## config.mk

```make
export PLATFORM = sky130hd
export DESIGN_NAME = axi4_lite_regfile_slave
export DESIGN_NICKNAME = d
export VERILOG_FILES = /design/src/rtl/axi4_lite_pkg.sv /design/src/rtl/axi4_lite_addr_decode.sv /design/src/rtl/axi4_lite_regfile_slave.sv
export SDC_FILE = /design/constraint.sdc
export NUM_CORES = 1
export LEC_CHECK = 0
export BUFFER_PORTS_ARGS = -buffer_cell sky130_fd_sc_hd__buf_2
export CAP_MARGIN = 25
export CORE_AREA = 10 10 251 253
export CTS_BUF_LIST = sky130_fd_sc_hd__clkbuf_8
export DETAILED_ROUTE_END_ITERATION = 12
export DIE_AREA = 0 0 261 263
export GPL_TIMING_DRIVEN = 0
export HOLD_SLACK_MARGIN = 0.15
export PLACE_DENSITY_LB_ADDON = 0.15
export SYNTH_ARGS = -nofsm -noshare
export SYNTH_HDL_FRONTEND = slang
export SYNTH_SLANG_ARGS = --single-unit
```

## constraint.sdc

```tcl
create_clock -name clk -period 6.15 [get_ports clk]
set_input_delay 0 -clock clk [delete_from_list [all_inputs] [get_ports clk]]
set_output_delay 0 -clock clk [all_outputs]
set_load 0.005 [all_outputs]
```

## src/rtl/axi4_lite_pkg.sv

```systemverilog
// rtl/axi4_lite_pkg.sv - shared AXI4-Lite response codes and sizing helpers
package axi4_lite_pkg;

  localparam logic [1:0] RESP_OKAY   = 2'b00;
  localparam logic [1:0] RESP_EXOKAY = 2'b01;
  localparam logic [1:0] RESP_SLVERR = 2'b10;
  localparam logic [1:0] RESP_DECERR = 2'b11;

  // Index width for a register bank; a single-register bank still needs one bit
  function automatic int idx_width(input int num_regs);
    return (num_regs > 1) ? $clog2(num_regs) : 1;
  endfunction

endpackage

```

## src/rtl/axi4_lite_addr_decode.sv

```systemverilog
// rtl/axi4_lite_addr_decode.sv - byte address to register index decode with range check
module axi4_lite_addr_decode
  import axi4_lite_pkg::*;
#(
  parameter int                    ADDR_WIDTH = 32,
  parameter int                    DATA_WIDTH = 32,
  parameter int                    NUM_REGS   = 16,
  parameter logic [ADDR_WIDTH-1:0] BASE_ADDR  = '0
) (
  input  logic [ADDR_WIDTH-1:0]          addr,
  output logic [idx_width(NUM_REGS)-1:0] idx,
  output logic                           hit
);

  localparam int                    IDX_W      = idx_width(NUM_REGS);
  localparam int                    SHIFT      = $clog2(DATA_WIDTH / 8);
  localparam logic [ADDR_WIDTH-1:0] NUM_REGS_A = ADDR_WIDTH'(NUM_REGS);

  // Word offset from the bank base; byte-lane bits are dropped by the shift
  logic [ADDR_WIDTH-1:0] word;

  assign word = (addr - BASE_ADDR) >> SHIFT;
  assign hit  = (addr >= BASE_ADDR) && (word < NUM_REGS_A);
  assign idx  = word[IDX_W-1:0];

endmodule

```

## src/rtl/axi4_lite_regfile_slave.sv

```systemverilog
// rtl/axi4_lite_regfile_slave.sv - AXI4-Lite slave terminating into a flat register bank
module axi4_lite_regfile_slave
  import axi4_lite_pkg::*;
#(
  parameter int                    ADDR_WIDTH = 32,
  parameter int                    DATA_WIDTH = 32,
  parameter int                    NUM_REGS   = 16,
  parameter logic [ADDR_WIDTH-1:0] BASE_ADDR  = '0
) (
  input  logic                           clk,
  input  logic                           reset,
  input  logic [ADDR_WIDTH-1:0]          awaddr,
  input  logic                           awvalid,
  output logic                           awready,
  input  logic [DATA_WIDTH-1:0]          wdata,
  input  logic                           wvalid,
  output logic                           wready,
  output logic [1:0]                     bresp,
  output logic                           bvalid,
  input  logic                           bready,
  input  logic [ADDR_WIDTH-1:0]          araddr,
  input  logic                           arvalid,
  output logic                           arready,
  output logic [DATA_WIDTH-1:0]          rdata,
  output logic [1:0]                     rresp,
  output logic                           rvalid,
  input  logic                           rready,
  output logic [NUM_REGS*DATA_WIDTH-1:0] reg_out,
  output logic [NUM_REGS-1:0]            wr_pulse
);

  localparam int IDX_W = idx_width(NUM_REGS);

  logic [DATA_WIDTH-1:0] regs_q [NUM_REGS];
  logic [ADDR_WIDTH-1:0] awaddr_q;
  logic [DATA_WIDTH-1:0] wdata_q;
  logic                  aw_full_q;
  logic                  w_full_q;
  logic                  bvalid_q;
  logic [1:0]            bresp_q;
  logic [NUM_REGS-1:0]   wr_pulse_q;
  logic                  rvalid_q;
  logic [1:0]            rresp_q;
  logic [DATA_WIDTH-1:0] rdata_q;

  logic [IDX_W-1:0] aw_idx;
  logic             aw_hit;
  logic [IDX_W-1:0] ar_idx;
  logic             ar_hit;
  logic             aw_hs;
  logic             w_hs;
  logic             ar_hs;
  logic             commit;

  // The write path decodes the latched address so AW may arrive well before W
  axi4_lite_addr_decode #(
    .ADDR_WIDTH(ADDR_WIDTH), .DATA_WIDTH(DATA_WIDTH),
    .NUM_REGS(NUM_REGS), .BASE_ADDR(BASE_ADDR)
  ) u_aw_decode (
    .addr(awaddr_q), .idx(aw_idx), .hit(aw_hit)
  );

  // The read path decodes the live address because data is captured at the handshake
  axi4_lite_addr_decode #(
    .ADDR_WIDTH(ADDR_WIDTH), .DATA_WIDTH(DATA_WIDTH),
    .NUM_REGS(NUM_REGS), .BASE_ADDR(BASE_ADDR)
  ) u_ar_decode (
    .addr(araddr), .idx(ar_idx), .hit(ar_hit)
  );

  assign awready = !reset && !aw_full_q && !bvalid_q;
  assign wready  = !reset && !w_full_q && !bvalid_q;
  assign arready = !reset && !rvalid_q;

  assign aw_hs  = awvalid && awready;
  assign w_hs   = wvalid && wready;
  assign ar_hs  = arvalid && arready;
  assign commit = aw_full_q && w_full_q && !bvalid_q;

  assign bvalid   = bvalid_q;
  assign bresp    = bresp_q;
  assign wr_pulse = wr_pulse_q;
  assign rvalid   = rvalid_q;
  assign rresp    = rresp_q;
  assign rdata    = rdata_q;

  for (genvar i = 0; i < NUM_REGS; i++) begin : g_reg_out
    assign reg_out[i*DATA_WIDTH +: DATA_WIDTH] = regs_q[i];
  end

  // Write channel: collect AW and W in any order, commit once both are held, then respond
  always_ff @(posedge clk) begin
    if (reset) begin
      for (int i = 0; i < NUM_REGS; i++) regs_q[i] <= '0;
      awaddr_q   <= '0;
      wdata_q    <= '0;
      aw_full_q  <= 1'b0;
      w_full_q   <= 1'b0;
      bvalid_q   <= 1'b0;
      bresp_q    <= RESP_OKAY;
      wr_pulse_q <= '0;
    end else begin
      wr_pulse_q <= '0;
      if (aw_hs) begin
        awaddr_q  <= awaddr;
        aw_full_q <= 1'b1;
      end
      if (w_hs) begin
        wdata_q  <= wdata;
        w_full_q <= 1'b1;
      end
      if (commit) begin
        if (aw_hit) begin
          regs_q[aw_idx]     <= wdata_q;
          wr_pulse_q[aw_idx] <= 1'b1;
          bresp_q            <= RESP_OKAY;
        end else begin
          bresp_q <= RESP_SLVERR;
        end
        bvalid_q  <= 1'b1;
        aw_full_q <= 1'b0;
        w_full_q  <= 1'b0;
      end else if (bvalid_q && bready) begin
        bvalid_q <= 1'b0;
      end
    end
  end

  // Read channel: sample the bank on the AR handshake and hold the beat until accepted
  always_ff @(posedge clk) begin
    if (reset) begin
      rvalid_q <= 1'b0;
      rresp_q  <= RESP_OKAY;
      rdata_q  <= '0;
    end else if (ar_hs) begin
      rvalid_q <= 1'b1;
      rresp_q  <= ar_hit ? RESP_OKAY : RESP_SLVERR;
      rdata_q  <= ar_hit ? regs_q[ar_idx] : '0;
    end else if (rvalid_q && rready) begin
      rvalid_q <= 1'b0;
    end
  end

endmodule

```

==> summary.txt <==
Routing
  – Starting DRT DRC Count: 2153
  – Vias: 22800
  – Detail Route Antenna Nets: 0
  – Wire length per cell: 28.6 um
  – Post-route DRC: 0
  – Routed WL: 116000 um
  – Vias/cell: 5.63
  – 1st-pass router iterations: 5

Timing
  – Period utilization: 0.480
  – Min Tclk post-route: 2950 ps
  – Slew Viols, Final: 0
  – Slew @ Worst Pin: 963 ps
  – Final Hold Vio Count: 0
  – Final worst setup slack: 3200 ps
  – RSZ-0062 raised after global routing: no
  – Rel. slew slack: 0.358
  – Setup_tns: 0 ps
  – Final setup violating endpoints: 0
  – Fmax: 0.339 GHz
  – Clock skew: 48.2 ps

Floorplan
  – Die width: 261 um
  – Initial core utilization: 0.465
  – Die ar.: 68600 um^2
  – Ports: 672
  – Core Area: 58200 um^2
  – Die Height: 263 um
  – Placement Rows: 89

Clock tree
  – Sink Count: 628
  – TritonCTS clock tree: yes
  – Clock latency on the worst-skew pair: 740 ps
  – Root buffer cell: clkbuf_8
  – Post-CTS resize count: 0
  – Max clock buf depth: 3
  – Clock slew at reported path FFs: 70 ps
  – CTS H-Tree Depth: 3
  – Clock buffer count from CTS: 104

Critical path
  – Worst Path Max Fanout: 10
  – Crit-path most repeated cell: dlygate4sd3_1
  – Critical Path AT: 3610 ps
  – Slowest CP cell: dlygate4sd3_1
  – Crit path kind: register to register
  – Crit path cell chain: nor3_2 > and2_1 > clkbuf_1 > buf_2 > nand2_1 > dlygate4sd3_1 > a21oi_1 > dlygate4sd3_1
  – Critical Path RT: 6800 ps
  – CP peak stage delay: 590 ps
  – Critical path buffer and inverter count: 4
  – Endpoint type of the worst setup path: register
  – Top Family by Delay on Critical Path: buffers and inverters
  – Setup crit start kind: register

GRT
  – Total track usage: 0.328
  – Largest net degree at the start of global routing: 33
  – Vias in the first global route: 23600
  – Initial antenna violation count: 9
  – First-pass GRT wire length: 163000 um
  – Grt ovf: 0

Logic synthesis
  – FF+latch count, synth: 628
  – Largest family of logic cells by synthesized area: simple AND/OR/NAND/NOR gates
  – Mux cell area share after synthesis: 0.112
  – Seq/Total Area, Yosys: 0.654
  – Synthesized-area fraction occupied by adder cells: 0
  – Avg Synthesized Cell Area: 12.6 um^2
  – Post-Synth XOR/XNOR Area: 0
  – Post-Syn Area: 27100 um^2
  – Synth Area in Compound Gates: 0.0601
  – Unique masters post-synth: 42
  – Syn Inst Count: 2147
  – Simple-Gate Fraction of Synth Area: 0.132
  – Synthesis warning total: 0

Pwr
  – Logic gate share of total power: 0.101
  – Flop pwr share: 0.515
  – Pleak: 14.4 nW
  – Clock power frac: 0.384
  – Power Density: 259 nW/um^2
  – Worst vdd rail ir drop: 162 uV
  – Switching Fraction: 0.258
  – P_sw: 2.42 mW
  – Int Power: 6.96 mW

Status
  – Outcome: finished, final reports clean

Place
  – Port bufs: 661
  – Post-DP HPWL: 86400 um
  – Gpl congestion: 0.955
  – Place WS: 3470 ps

Run
  – Max-cap check violation count: 0

Hold path
  – Hold Path Class: input pin to register

Cells and area
  – Commonest non-fill, non-tap cell in the layout: buf_2
  – # fillers: 4659
  – Area delta synth->final: 33.9%
  – Most frequent cells in the layout: buf_2, nor2_1, edfxtp_1
  – Share of post-route cells with drive strength above 1: 0.319
  – Total area of sequential cells: 17700 um^2
  – Multi-input logic area: 8300 um^2
  – Layout Nets: 3291
cells in the mapped netlist (all sizes together):
master | number | area share
a2111oi | 32 | 0.013
a211oi | 2 | 0.00055
a21oi | 95 | 0.018
a221oi | 32 | 0.015
and2 | 2 | 0.00046
and3b | 1 | 0.00032
and4 | 2 | 0.00065
buf | 125 | 0.027
clkbuf | 96 | 0.013
conb | 1 | 0.00014
dfxtp | 116 | 0.086
edfxtp | 512 | 0.57
inv | 1 | 0.00014
mux2i | 160 | 0.059
mux4 | 64 | 0.053
nand2 | 162 | 0.023
nand2b | 54 | 0.012
nand3 | 16 | 0.0071
nand4 | 2 | 0.00046
nor2 | 569 | 0.079
nor2b | 1 | 0.00023
nor3 | 4 | 0.0011
nor4 | 27 | 0.0062
nor4b | 1 | 0.00032
o21a | 2 | 0.00055
o21ai | 32 | 0.0059
o22ai | 32 | 0.0074
or2 | 4 | 0.00093
registers in the layout, indices dropped and copies added (netlist names):
register	cells
rvalid	1
rresp	1
aw_full_q	1
bresp	1
awaddr_q	30
rdata	32
wr_pulse	16
wdata_q	32
bvalid	1
regs_q	512
w_full_q	1
cells by family after synthesis:
group                  count (synthesis)
AO/OA/AOI/OAI                        227
other                                  1
buffers and inverters                222
AND/OR/NAND/NOR                      845
multiplexers                         224
flip-flops                           628
metal layers:
layer / share of wire / global-route usage / wire [um]
met5: 0.00023 / 0 / 27
met4: 0.054 / 0.163 / 6210
met3: 0.099 / 0.101 / 11500
met2: 0.49 / 0.552 / 57000
met1: 0.36 / 0.373 / 41300
power groups by stage:
| stage | clock, mW | sequential, mW | combinational (mW) |
|---|---|---|---|
| 4_1_cts | 3.62 | 4.82 | 0.927 |
| 6_report | 3.60 | 4.83 | 0.950 |
| 3_5_place_dp | 0 | 4.91 | 0.809 |
| 2_1_floorplan | 0 | 4.89 | 0.400 |
| 3_3_place_gp | 0 | 4.91 | 0.785 |
| 5_1_grt | 3.80 | 4.84 | 1.00 |
worst paths after layout:
kind / from / end / slack [ps] / cells after the start
setup / recovery: bvalid$_SDFFE_PP0P_ / wdata_q[26]$_SDFFE_PP0P_ / 3200 / 8
hold / removal: wvalid / w_full_q$_SDFFE_PP0P_ / 240 / 5
setup reg to reg: bvalid$_SDFFE_PP0P_ / wdata_q[26]$_SDFFE_PP0P_ / 3200 / 8
hold reg to reg: bresp[1]$_SDFFE_PP0P_ / bresp[1]$_SDFFE_PP0P_ / 500 / 2
timing repair:
item                                   in CTS  in global routing
hold buffers                              265                  0
setup buffers                               0                  0
endpoints found under the hold margin     137                  0
area by class of cell:
| type | instances | area share |
|---|---|---|
| sequential | 628 | 0.488 |
| multi-input combinational | 1298 | 0.229 |
| timing repair buffer | 934 | 0.170 |
| clock buffer | 118 | 0.0448 |
| buffer | 221 | 0.0304 |
| tap | 773 | 0.0267 |
| clock inverter | 73 | 0.0102 |
| antenna | 7 | 0.000483 |
| inverter | 1 | 0.000104 |
metrics by stage:
step / util / hold WS [ps] / instance area (um^2) / total power [mW] / instances
3_5_place_dp: 0.542 / 198 / 31600 / 5.72 / 3590
6_report: 0.622 / 238 / 36200 / 9.38 / 4053
5_1_grt: 0.622 / 252 / 36200 / 9.64 / 4053
4_1_cts: 0.622 / 160 / 36200 / 9.37 / 4046
2_1_floorplan: - / 100 / 27100 / 5.29 / 2148
3_3_place_gp: 0.538 / 195 / 31300 / 5.70 / 3582
tightest hold or removal path, delay by kind of cell:
kind | cells | cell delay, ps
buffers and inverters | 3 | 580
AOI/OAI and AO/OA | 1 | 200
and+or+nand+nor | 1 | 120
Power figures use the tool's default switching activity.
